$ cat src/rtl/ps2_scan_ctrl.sv
// PS/2 scan-code sequencer: synchronises the receiver strobe, strips E0/F0 prefixes
// and queues decoded key events. Optional prefix timeout under PS2_TIMEOUT_EN.
module ps2_scan_ctrl #(
  parameter int unsigned FIFO_DEPTH     = 4,
  parameter int unsigned TIMEOUT_CYCLES = 50000,
  parameter int unsigned TO_W           = 16
) (
  input  logic       clk,
  input  logic       RST,
  input  logic       rx_valid,
  input  logic [7:0] rx_data,
  output logic       ev_valid,
  input  logic       ev_ready,
  output logic [7:0] ev_code,
  output logic       ev_ext,
  output logic       ev_break,
  output logic       overflow,
  input  logic       ovf_clr,
  output logic       busy
);

  localparam int unsigned PTR_W = $clog2(FIFO_DEPTH);
  localparam int unsigned CNT_W = PTR_W + 1;
  localparam logic [CNT_W-1:0] FULL_CNT = CNT_W'(FIFO_DEPTH);
  localparam logic [7:0] CODE_EXT = 8'hE0;
  localparam logic [7:0] CODE_BRK = 8'hF0;

  typedef struct packed {
    logic       ext;
    logic       brk;
    logic [7:0] code;
  } ev_t;

  typedef enum logic [1:0] {S_IDLE, S_EXT, S_BRK, S_EXTBRK} state_e;

  logic s1_q, s2_q, s3_q;
  logic s1_d, s2_d, s3_d;
  logic byte_stb;

  state_e state_q, state_d;
  logic   push;
  ev_t    push_ev;
  logic   timeout_hit;
  logic   is_prefix;

  logic [PTR_W-1:0] wr_ptr_q, wr_ptr_d, rd_ptr_q, rd_ptr_d;
  logic [CNT_W-1:0] cnt_q, cnt_d;
  ev_t              mem_q [FIFO_DEPTH];
  ev_t              head_q, head_d;
  logic             ev_valid_q, ev_valid_d;
  logic             overflow_q, overflow_d;
  logic             busy_q, busy_d;
  logic             pop, full, wr_en, ovf_set;

  // Rising-edge detect on the synchronised byte-valid level.
  always_comb begin
    s1_d = rx_valid;
    s2_d = s1_q;
    s3_d = s2_q;
  end
  assign byte_stb  = s2_q & ~s3_q;
  assign is_prefix = (rx_data == CODE_EXT) || (rx_data == CODE_BRK);

`ifdef PS2_TIMEOUT_EN
  logic [TO_W-1:0] to_cnt_q, to_cnt_d;

  always_comb begin
    to_cnt_d = to_cnt_q + TO_W'(1);
    if (state_q == S_IDLE || byte_stb) to_cnt_d = '0;
  end
  assign timeout_hit = (to_cnt_q == TO_W'(TIMEOUT_CYCLES));

  always_ff @(posedge clk) begin
    if (!RST) to_cnt_q <= '0;
    else      to_cnt_q <= to_cnt_d;
  end
`else
  logic unused_timeout_cfg;
  assign unused_timeout_cfg = ^{TO_W'(TIMEOUT_CYCLES)};
  assign timeout_hit = 1'b0;
`endif

  // Prefix FSM: a received byte is processed before any pending timeout.
  always_comb begin
    state_d = state_q;
    push    = 1'b0;
    push_ev = '{ext: 1'b0, brk: 1'b0, code: rx_data};
    if (byte_stb) begin
      unique case (state_q)
        S_IDLE: begin
          if (rx_data == CODE_EXT)      state_d = S_EXT;
          else if (rx_data == CODE_BRK) state_d = S_BRK;
          else                          push    = 1'b1;
        end
        S_EXT: begin
          if (rx_data == CODE_BRK)      state_d = S_EXTBRK;
          else if (rx_data != CODE_EXT) begin
            push        = 1'b1;
            push_ev.ext = 1'b1;
            state_d     = S_IDLE;
          end
        end
        S_BRK: begin
          push        = ~is_prefix;
          push_ev.brk = 1'b1;
          state_d     = S_IDLE;
        end
        S_EXTBRK: begin
          push        = ~is_prefix;
          push_ev.ext = 1'b1;
          push_ev.brk = 1'b1;
          state_d     = S_IDLE;
        end
      endcase
    end else if (timeout_hit) begin
      state_d = S_IDLE;
    end
  end

  // Event FIFO; a full push is still accepted when a pop frees a slot the same cycle.
  always_comb begin
    pop      = ev_valid_q & ev_ready;
    full     = (cnt_q == FULL_CNT);
    wr_en    = push & (~full | pop);
    ovf_set  = push & full & ~pop;
    wr_ptr_d = wr_en ? wr_ptr_q + PTR_W'(1) : wr_ptr_q;
    rd_ptr_d = pop   ? rd_ptr_q + PTR_W'(1) : rd_ptr_q;
    cnt_d    = cnt_q;
    if (wr_en && !pop)      cnt_d = cnt_q + CNT_W'(1);
    else if (!wr_en && pop) cnt_d = cnt_q - CNT_W'(1);
    head_d = '0;
    if (cnt_d != '0) begin
      if (wr_en && (wr_ptr_q == rd_ptr_d)) head_d = push_ev;
      else                                 head_d = mem_q[rd_ptr_d];
    end
    ev_valid_d = (cnt_d != '0);
    overflow_d = overflow_q;
    if (ovf_clr) overflow_d = 1'b0;
    if (ovf_set) overflow_d = 1'b1;
    busy_d = (state_d != S_IDLE);
  end

  always_ff @(posedge clk) begin
    if (!RST) begin
      s1_q       <= 1'b1;
      s2_q       <= 1'b1;
      s3_q       <= 1'b1;
      state_q    <= S_IDLE;
      wr_ptr_q   <= '0;
      rd_ptr_q   <= '0;
      cnt_q      <= '0;
      head_q     <= '0;
      ev_valid_q <= 1'b0;
      overflow_q <= 1'b0;
      busy_q     <= 1'b0;
    end else begin
      s1_q       <= s1_d;
      s2_q       <= s2_d;
      s3_q       <= s3_d;
      state_q    <= state_d;
      wr_ptr_q   <= wr_ptr_d;
      rd_ptr_q   <= rd_ptr_d;
      cnt_q      <= cnt_d;
      head_q     <= head_d;
      ev_valid_q <= ev_valid_d;
      overflow_q <= overflow_d;
      busy_q     <= busy_d;
    end
  end

  // Storage needs no reset: entries are only read once written.
  always_ff @(posedge clk) begin
    if (wr_en) mem_q[wr_ptr_q] <= push_ev;
  end

  assign ev_valid = ev_valid_q;
  assign ev_code  = head_q.code;
  assign ev_ext   = head_q.ext;
  assign ev_break = head_q.brk;
  assign overflow = overflow_q;
  assign busy     = busy_q;

endmodule

$ cat config.mk
export PLATFORM = sky130hd
export DESIGN_NAME = ps2_scan_ctrl
export DESIGN_NICKNAME = d
export VERILOG_FILES = /design/src/rtl/ps2_scan_ctrl.sv
export SDC_FILE = /design/constraint.sdc
export NUM_CORES = 1
export LEC_CHECK = 0
export ABC_AREA = 0
export BUFFER_PORTS_ARGS = -buffer_cell sky130_fd_sc_hd__clkbuf_2
export CAP_MARGIN = 20
export CELL_PAD_IN_SITES_DETAIL_PLACEMENT = 0
export CELL_PAD_IN_SITES_GLOBAL_PLACEMENT = 1
export CORE_MARGIN = 1.5
export CORE_UTILIZATION = 52
export CTS_CLUSTER_DIAMETER = 50
export DETAILED_ROUTE_END_ITERATION = 8
export PLACE_DENSITY = 0.91
export RECOVER_POWER = 25
export REMOVE_ABC_BUFFERS = 1
export SYNTH_ARGS = -nofsm -noshare
export SYNTH_HDL_FRONTEND = slang
export SYNTH_SLANG_ARGS = --single-unit
$ cat constraint.sdc
create_clock -name clk -period 3.1 [get_ports clk]
set_input_delay 0.31 -clock clk [delete_from_list [all_inputs] [get_ports clk]]
set_output_delay 0.31 -clock clk [all_outputs]
set_load 0.05 [all_outputs]
==> results.md, run 1 <==
* Top-count cell post-synth: edfxtp_1
* Maximum net fanout on the critical path at 11
* Max Root-Sink Buffers at 2
* # Post-CTS Setup Buffers at 0
* Count of warnings emitted by yosys at 0
* Critical hold path startpoint: rx_valid
* Cts repair resizes at 0
* Growth of design area from synthesis to finish at 14.2%
* Hold-fix buffers, CTS at 0
* Finished Core Util at 63.3%
* Area post-placement at 0.00290 mm^2
* Setup CP Type: reg -> reg
* Placement Rows at 25
* Initial DRC count at 93
* Detailed Routing Iterations Pass 1 at 4
* Area share of the leading cell type in the synthesized netlist at 44.7%
* Number of enable flip-flop cells after synthesis at 40
* Portion of the post-synthesis area used by sequential elements at 63.3%
* Number of failing hold endpoints at the final stage at 0
* Class of the worst hold path: in -> reg
* Starting density of the core at 55.4%
* Fraction of final layout cells sized beyond drive strength 1 at 28.8%
* Routability Congestion at 0.815
* Run status: completed
* Die extent in y at 74.9 um
* Design area at 0.00307 mm^2
* Worst Path Required at 3.29 ns
* Clock edge transition at the registers on the reported setup and hold paths at 0.07 ns
* Number of cells on the worst reg-to-reg path at 7
* Post-Place Worst Slack at 0.754 ns
* Via count at 1517
* Shortest clock period the worst path allows after layout at 2.38 ns
* Worst reg2reg path startpoint: cnt_q[0]$_SDFF_PN0_
* Wire length of the first global-routing pass at 7840 um
* IO Pins at 26
* Tcrit/Tclk final at 76.7%
* Slack of the critical path at 0.724 ns
* Final number of setup-violating endpoints at 0
* Post-layout net count at 230
* FFs w/ async S/R, synth at 0%
* Critical Path End Type: register
* Pins Over Slew Limit at 0
* Post-detailed-route DRC marker count at 0
* CTS tree: built
* Deepest level of the CTS H-tree at 3
* Mapped Avg Cell Area at 15.4 um^2
* Via count of the first global-routing pass at 1579
* Average via count per standard cell at 5.38
* Sum of routed wire segments on met1 at 2040 um
* Setup Skew at 0.00846 ns
* Detailed Place HPWL at 3310 um
* Number of instances on the worst hold path at 2
* Number of synthesized register bits at 65
* Met3 layer wire length in the routed design at 257 um
* CTS Buf Count at 9
* CORE AREA at 0.00485 mm^2
* Remaining number of nets flagged by the antenna check after routing at 0
* RR Endpoint: ev_code[0]$_SDFF_PN0_
* RSZ-0062 raised after global routing: no
* Total congestion overflow after global routing at 0
* Diodes inserted at 0
* Register-to-register path setup slack at 0.72 ns
* Power density over cell area at 753 mW/mm^2
* Total length of routed met2 wires at 2540 um
* Total Neg Setup Slack at 0 ns
* Antenna violations before repair at 0
* Startpoint type of the worst setup path: register
* Die area at 0.00561 mm^2
* Top layer in use: met4
* Maximum clock rate at 421 MHz
* Total Routed Length at 4860 um
* Worst-margin pin slew at 0.688 ns
* Biggest area contributors in the synthesized netlist: edfxtp_1 45%, dfxtp_1 19%, mux4_2 8.4%, mux2i_1 3.7%, a21oi_2 3.3%
* Largest net degree at the start of global routing at 13
* Insertion delay of the later-clocked pin in the worst-skew pair at 0.33 ns
* Hold Path Sink: s1_q$_SDFF_PN1_
* Top cell types by occurrence after synthesis: 40 x edfxtp_1, 25 x dfxtp_1, 12 x nor2_1
* Global-route total usage across every layer at 20.2%
* Cell taking the most area after synthesis: edfxtp_1
* Cell count after synthesis at 174
* Clock sink count at 65
* Dominant synthesized flop cell: edfxtp_1
* Number of distinct standard cells referenced by the synthesized netlist at 40
* Rel. slew slack at 54.1%
* Die Span X at 74.9 um
* Worst IR drop on VDD at 0.318 mV
* Data arrival time at the worst-slack endpoint at 2.56 ns
* Count of input and output buffers at 25
* Reported leakage power at 0.00119 uW
* Final routed wire length divided by cell count at 17.2 um
* Clock tree root driver cell: clkbuf_8
* Max-cap violations at 0
* Netlist area before placement at 0.00269 mm^2
-- worst max-delay path by stage --
stage / slack (ns) / to / from / cells after the start
after global routing: 0.60 / ev_code[0]$_SDFF_PN0_ / cnt_q[0]$_SDFF_PN0_ / 7
after global placement: 0.87 / mem_q[0][6]$_DFFE_PP_ / cnt_q[0]$_SDFF_PN0_ / 5
after floorplan: 0.33 / ev_break$_SDFF_PN0_ / ev_valid$_SDFF_PN0_ / 5
after CTS: 0.74 / mem_q[2][2]$_DFFE_PP_ / cnt_q[0]$_SDFF_PN0_ / 5
final: 0.72 / ev_code[0]$_SDFF_PN0_ / cnt_q[0]$_SDFF_PN0_ / 7
after detailed placement: 0.75 / mem_q[2][6]$_DFFE_PP_ / cnt_q[0]$_SDFF_PN0_ / 5
-- critical path, cell delays in order, from the launching register on --
cell and delay, ns:
dfxtp_1 0.38, inv_1 0.11, ha_1 0.22, a22o_1 0.20, a211o_1 0.33, o22ai_1 0.22, a221o_1 0.63, a21oi_1 0.15
-- logic make-up after synthesis --
group	synth area share, %
AO/OA/AOI/OAI	8.01
buffers and inverters	2.70
flip-flops	63.3
multiplexers	12.6
AND/OR/NAND/NOR	7.12
adder cells (fa/ha/maj)	3.26
XOR/XNOR	2.98
-- where the power goes --
group	total [uW]	internal [uW]	switching, uW
sequential	1030	986	40.3
combinational	631	232	399
clock	652	356	296
-- cell usage in the layout (no fill, tap or decap), drive strengths merged, types with 4 or more instances in the layout --
cell type  count
mux4          10
mux2i         11
clkbuf        38
buf            5
ha             7
and2           6
nand2b         4
nand3          4
edfxtp        40
inv            8
dfxtp         25
nor2          12
clkinv         4
a21oi         13
-- layer usage --
metal / vias up / track usage [%]
li1: 727 / -
met3: 2 / 6.83
met4: 0 / 9.70
met5: - / 0
met2: 53 / 32.4
met1: 735 / 24.8
-- stage by stage --
stage	instances	total power (uW)	hold WS (ns)
floorplan	169	1520	0.383
global placement	266	1660	0.389
detailed placement	266	1680	0.424
CTS	282	2330	0.140
global route	282	2400	0.141
finish	282	2310	0.156
-- state kept, by name, summed over array words and instances, names as in the netlist, 2 cells and up --
signal / flops
cnt_q: 3
state_q: 2
wr_ptr_q: 2
mem_q: 40
rd_ptr_q: 2
ev_code: 8
-- cell type report --
cell class                      instances  area [um^2]
Clock inverter                          3         13.8
Inverter                                9         33.8
Fill cell                             362         1780
Tap cell                               67         83.8
Multi-Input combinational cell         95          913
Clock buffer                           13          170
Sequential cell                        65         1700
Timing Repair Buffer                   30          151
(Power assumes the default switching activity.)
==> run 2, diff against run 1 <==
--- a/config.mk
+++ b/config.mk
@@ -11,10 +11,10 @@
 export CELL_PAD_IN_SITES_DETAIL_PLACEMENT = 0
 export CELL_PAD_IN_SITES_GLOBAL_PLACEMENT = 1
 export CORE_MARGIN = 1.5
-export CORE_UTILIZATION = 52
+export CORE_UTILIZATION = 49
 export CTS_CLUSTER_DIAMETER = 50
 export DETAILED_ROUTE_END_ITERATION = 8
-export PLACE_DENSITY = 0.91
+export PLACE_DENSITY = 0.86
 export RECOVER_POWER = 25
 export REMOVE_ABC_BUFFERS = 1
 export SYNTH_ARGS = -nofsm -noshare
==> constraint.sdc (replaced) <==
create_clock -name clk -period 2.3 [get_ports clk]
set_input_delay 0.23 -clock clk [delete_from_list [all_inputs] [get_ports clk]]
set_output_delay 0.23 -clock clk [all_outputs]
set_load 0.05 [all_outputs]
==> run 2 against run 1 <==
  * Cell count up 3.9%
  * Maximum frequency up 11%
  * Via count up 4.4%
  * Sequential cell count unchanged
  * Core utilization down 2.4 points
  * Sequential share of layout area down 1.7 points
  * Count of clock-buffer cells in the layout down 1
  * Clock power up 43%
  * Combinational power up 43%
  * Sequential power up 35%
  * Total power up 40%
  * Largest power group unchanged
==> results.md, run 2 (synthesized netlist as in run 1, its figures left out) <==
* Via count at 1584 (+4.4%)
* Detailed Routing Iterations Pass 1 at 4 (unchanged)
* RSZ-0062 raised after global routing: no
* Fraction of power consumed by the clock network at 28.8% (+0.6 points)
* Clock edge transition at the registers on the reported setup and hold paths at 0.07 ns (about the same)
* Average via count per standard cell at 5.41 (+0.50%)
* Power density over cell area at 1020 mW/mm^2 (+35%)
* Switching Fraction at 31.8% (-0.051 points)
* Total Routed Length at 5250 um (+8.0%)
* Number of instances on the worst hold path at 2 (unchanged)
* Setup CP Type: reg -> reg
* Maximum clock rate at 469 MHz (+11%)
* Max-cap violations at 0 (unchanged)
* Worst setup path startpoint: cnt_q[0]$_SDFF_PN0_
* Die extent in y at 77.1 um (+2.9%)
* Non-filler instance count after layout at 293 (+3.9%)
* Detailed Place HPWL at 3580 um (+8.1%)
* Remaining number of nets flagged by the antenna check after routing at 0 (unchanged)
* Hold-fix buffers, CTS at 0 (unchanged)
* Die Span X at 77.1 um (+2.9%)
* Design Power at 3220 uW (+40%)
* RR Endpoint: ev_code[0]$_SDFF_PN0_
* Data arrival time at the worst-slack endpoint at 2.40 ns (-0.16 ns)
* Antenna violations before repair at 0 (unchanged)
* Reported leakage power at 0.00124 uW (+4.7%)
* Diodes inserted at 0 (unchanged)
* Routability Congestion at 0.775 (-4.9%)
* Filler cell count in the final layout at 436 (+20%)
* Post-layout net count at 238 (+3.5%)
* Flip-flop count of the largest register after layout at 40 (unchanged)
* Count of input and output buffers at 25 (unchanged)
* CTS Buf Count at 9 (unchanged)
* Most common cell after layout, fill and taps aside: edfxtp_1
* IO Pins at 26 (unchanged)
* Shortest clock period the worst path allows after layout at 2.13 ns (-0.245 ns)
* Insertion delay of the later-clocked pin in the worst-skew pair at 0.33 ns (about the same)
* Final number of setup-violating endpoints at 0 (unchanged)
* Pins Over Slew Limit at 0 (unchanged)
* CTS tree: built
* Maximum net fanout on the critical path at 6 (-5)
* Critical hold path startpoint: rx_valid
* # Post-CTS Setup Buffers at 0 (unchanged)
* Area of combinational cells with multiple inputs at 936 um^2 (+2.5%)
* Rel. slew slack at 70.7% (+17 points)
* Deepest level of the CTS H-tree at 3 (unchanged)
* Starting density of the core at 51.6% (-3.8 points)
* Initial DRC count at 97 (+4.3%)
* Post-detailed-route DRC marker count at 0 (unchanged)
* Final routed wire length divided by cell count at 17.9 um (+3.9%)
* Number of failing hold endpoints at the final stage at 0 (unchanged)
* Hold Path Sink: s1_q$_SDFF_PN1_
* CORE AREA at 0.00520 mm^2 (+7.4%)
* Wire length of the first global-routing pass at 8190 um (+4.5%)
* Total congestion overflow after global routing at 0 (unchanged)
* Worst reg2reg path startpoint: cnt_q[0]$_SDFF_PN0_
* Most frequent cells in the layout: 40 x edfxtp_1, 24 x dfxtp_1, 17 x clkbuf_2
* Worst Path Required at 2.56 ns (-0.73 ns)
* Largest net degree at the start of global routing at 12 (-1)
* Startpoint type of the worst setup path: register
* Clock sink count at 65 (unchanged)
* Footprint of the flip-flops and latches at 0.00170 mm^2 (about the same)
* Dpl cells at 276 (+3.8%)
* Growth of design area from synthesis to finish at 17.9%
* Psw at 1030 uW (+39%)
* Fraction of final layout cells sized beyond drive strength 1 at 33.2% (+4.3 points)
* Worst-margin pin slew at 0.438 ns (-0.250 ns)
* Sequential Power Share at 43.1% (-1.3 points)
* Die area at 0.00594 mm^2 (+5.9%)
* Placement Rows at 26 (+4.0%)
* Worst IR drop on VDD at 0.562 mV (+77%)
* Register-to-register path setup slack at 0.17 ns (-0.56 ns)
* Run status: completed
* Max Root-Sink Buffers at 2 (unchanged)
* Critical Path End Type: register
* Tcrit/Tclk final at 92.7% (+16 points)
* Number of cells on the worst reg-to-reg path at 7 (unchanged)
* Cell-internal power at 2200 uW (+40%)
* Most flops, register: mem_q
* Global-route total usage across every layer at 18.8% (-1.4 points)
* Via count of the first global-routing pass at 1664 (+5.4%)
* Setup Skew at 0.00896 ns (+0.000503 ns)
* Class of the worst hold path: in -> reg
* Clock tree root driver cell: clkbuf_8
* Combinational fraction of design power at 28.1% (+0.8 points)
run 2: how the worst max path moves through the flow:
| stage | slack (ns) | to |
|---|---|---|
| after global placement | 0.15 | ev_code[0]$_SDFF_PN0_ |
| after detailed placement | 0.0008 | ev_code[0]$_SDFF_PN0_ |
| after CTS | 0.09 | ev_code[0]$_SDFF_PN0_ |
| final | 0.17 | ev_code[0]$_SDFF_PN0_ |
| after global routing | 0.05 | ev_code[0]$_SDFF_PN0_ |
| after floorplan | -0.47 | ev_break$_SDFF_PN0_ |
run 2: through the flow:
step	setup WS, ns	hold WS, ns	setup TNS [ns]	utilization (%)	cell area [um^2]
after floorplan	-0.469	0.303	-4.67	-	2650
after global routing	0.0549	0.0808	0	60.9	3170
after detailed placement	0.000777	0.401	0	56.9	2960
after CTS	0.0904	0.0732	0	60.6	3160
final	0.169	0.0852	0	60.9	3170
after global placement	0.153	0.393	0	56.9	2960
run 2: area by class of cell:
type / count / area share [%]
inverters: 9 / 1.07
clock inverters: 4 / 1.42
multi-input cells: 96 / 29.5
repair buffers: 37 / 6.87
well taps: 70 / 2.76
clock buffers: 12 / 4.58
flip-flops and latches: 65 / 53.8
run 2: layer usage:
metal	vias to the layer above	track usage [%]	routed length, um
met4	0	8.73	78
met5	-	0	0
met1	795	22.8	2250
li1	743	-	-
met2	38	31.9	2730
met3	8	4.40	191
run 2: power by group through the flow:
stage	clock network, uW	logic [uW]	registers [uW]
2_1_floorplan	0	413	1630
3_3_place_gp	0	852	1410
3_5_place_dp	0	884	1410
4_1_cts	950	887	1390
5_1_grt	996	964	1400
6_report	930	905	1390
run 2: critical path: stages, from the launching register on:
cell     delay, ns
dfxtp_2       0.38
inv_1         0.11
ha_1          0.22
a22o_1        0.20
a211o_1       0.33
o21a_1        0.19
a221o_4       0.47
a21oi_1       0.17
run 2: repair_timing:
| action | CTS | global route |
|---|---|---|
| endpoints found under the setup margin | 4 | 10 |
| resized for setup | 1 | 2 |
| pin swaps | 0 | 1 |
| gates cloned | 0 | 1 |
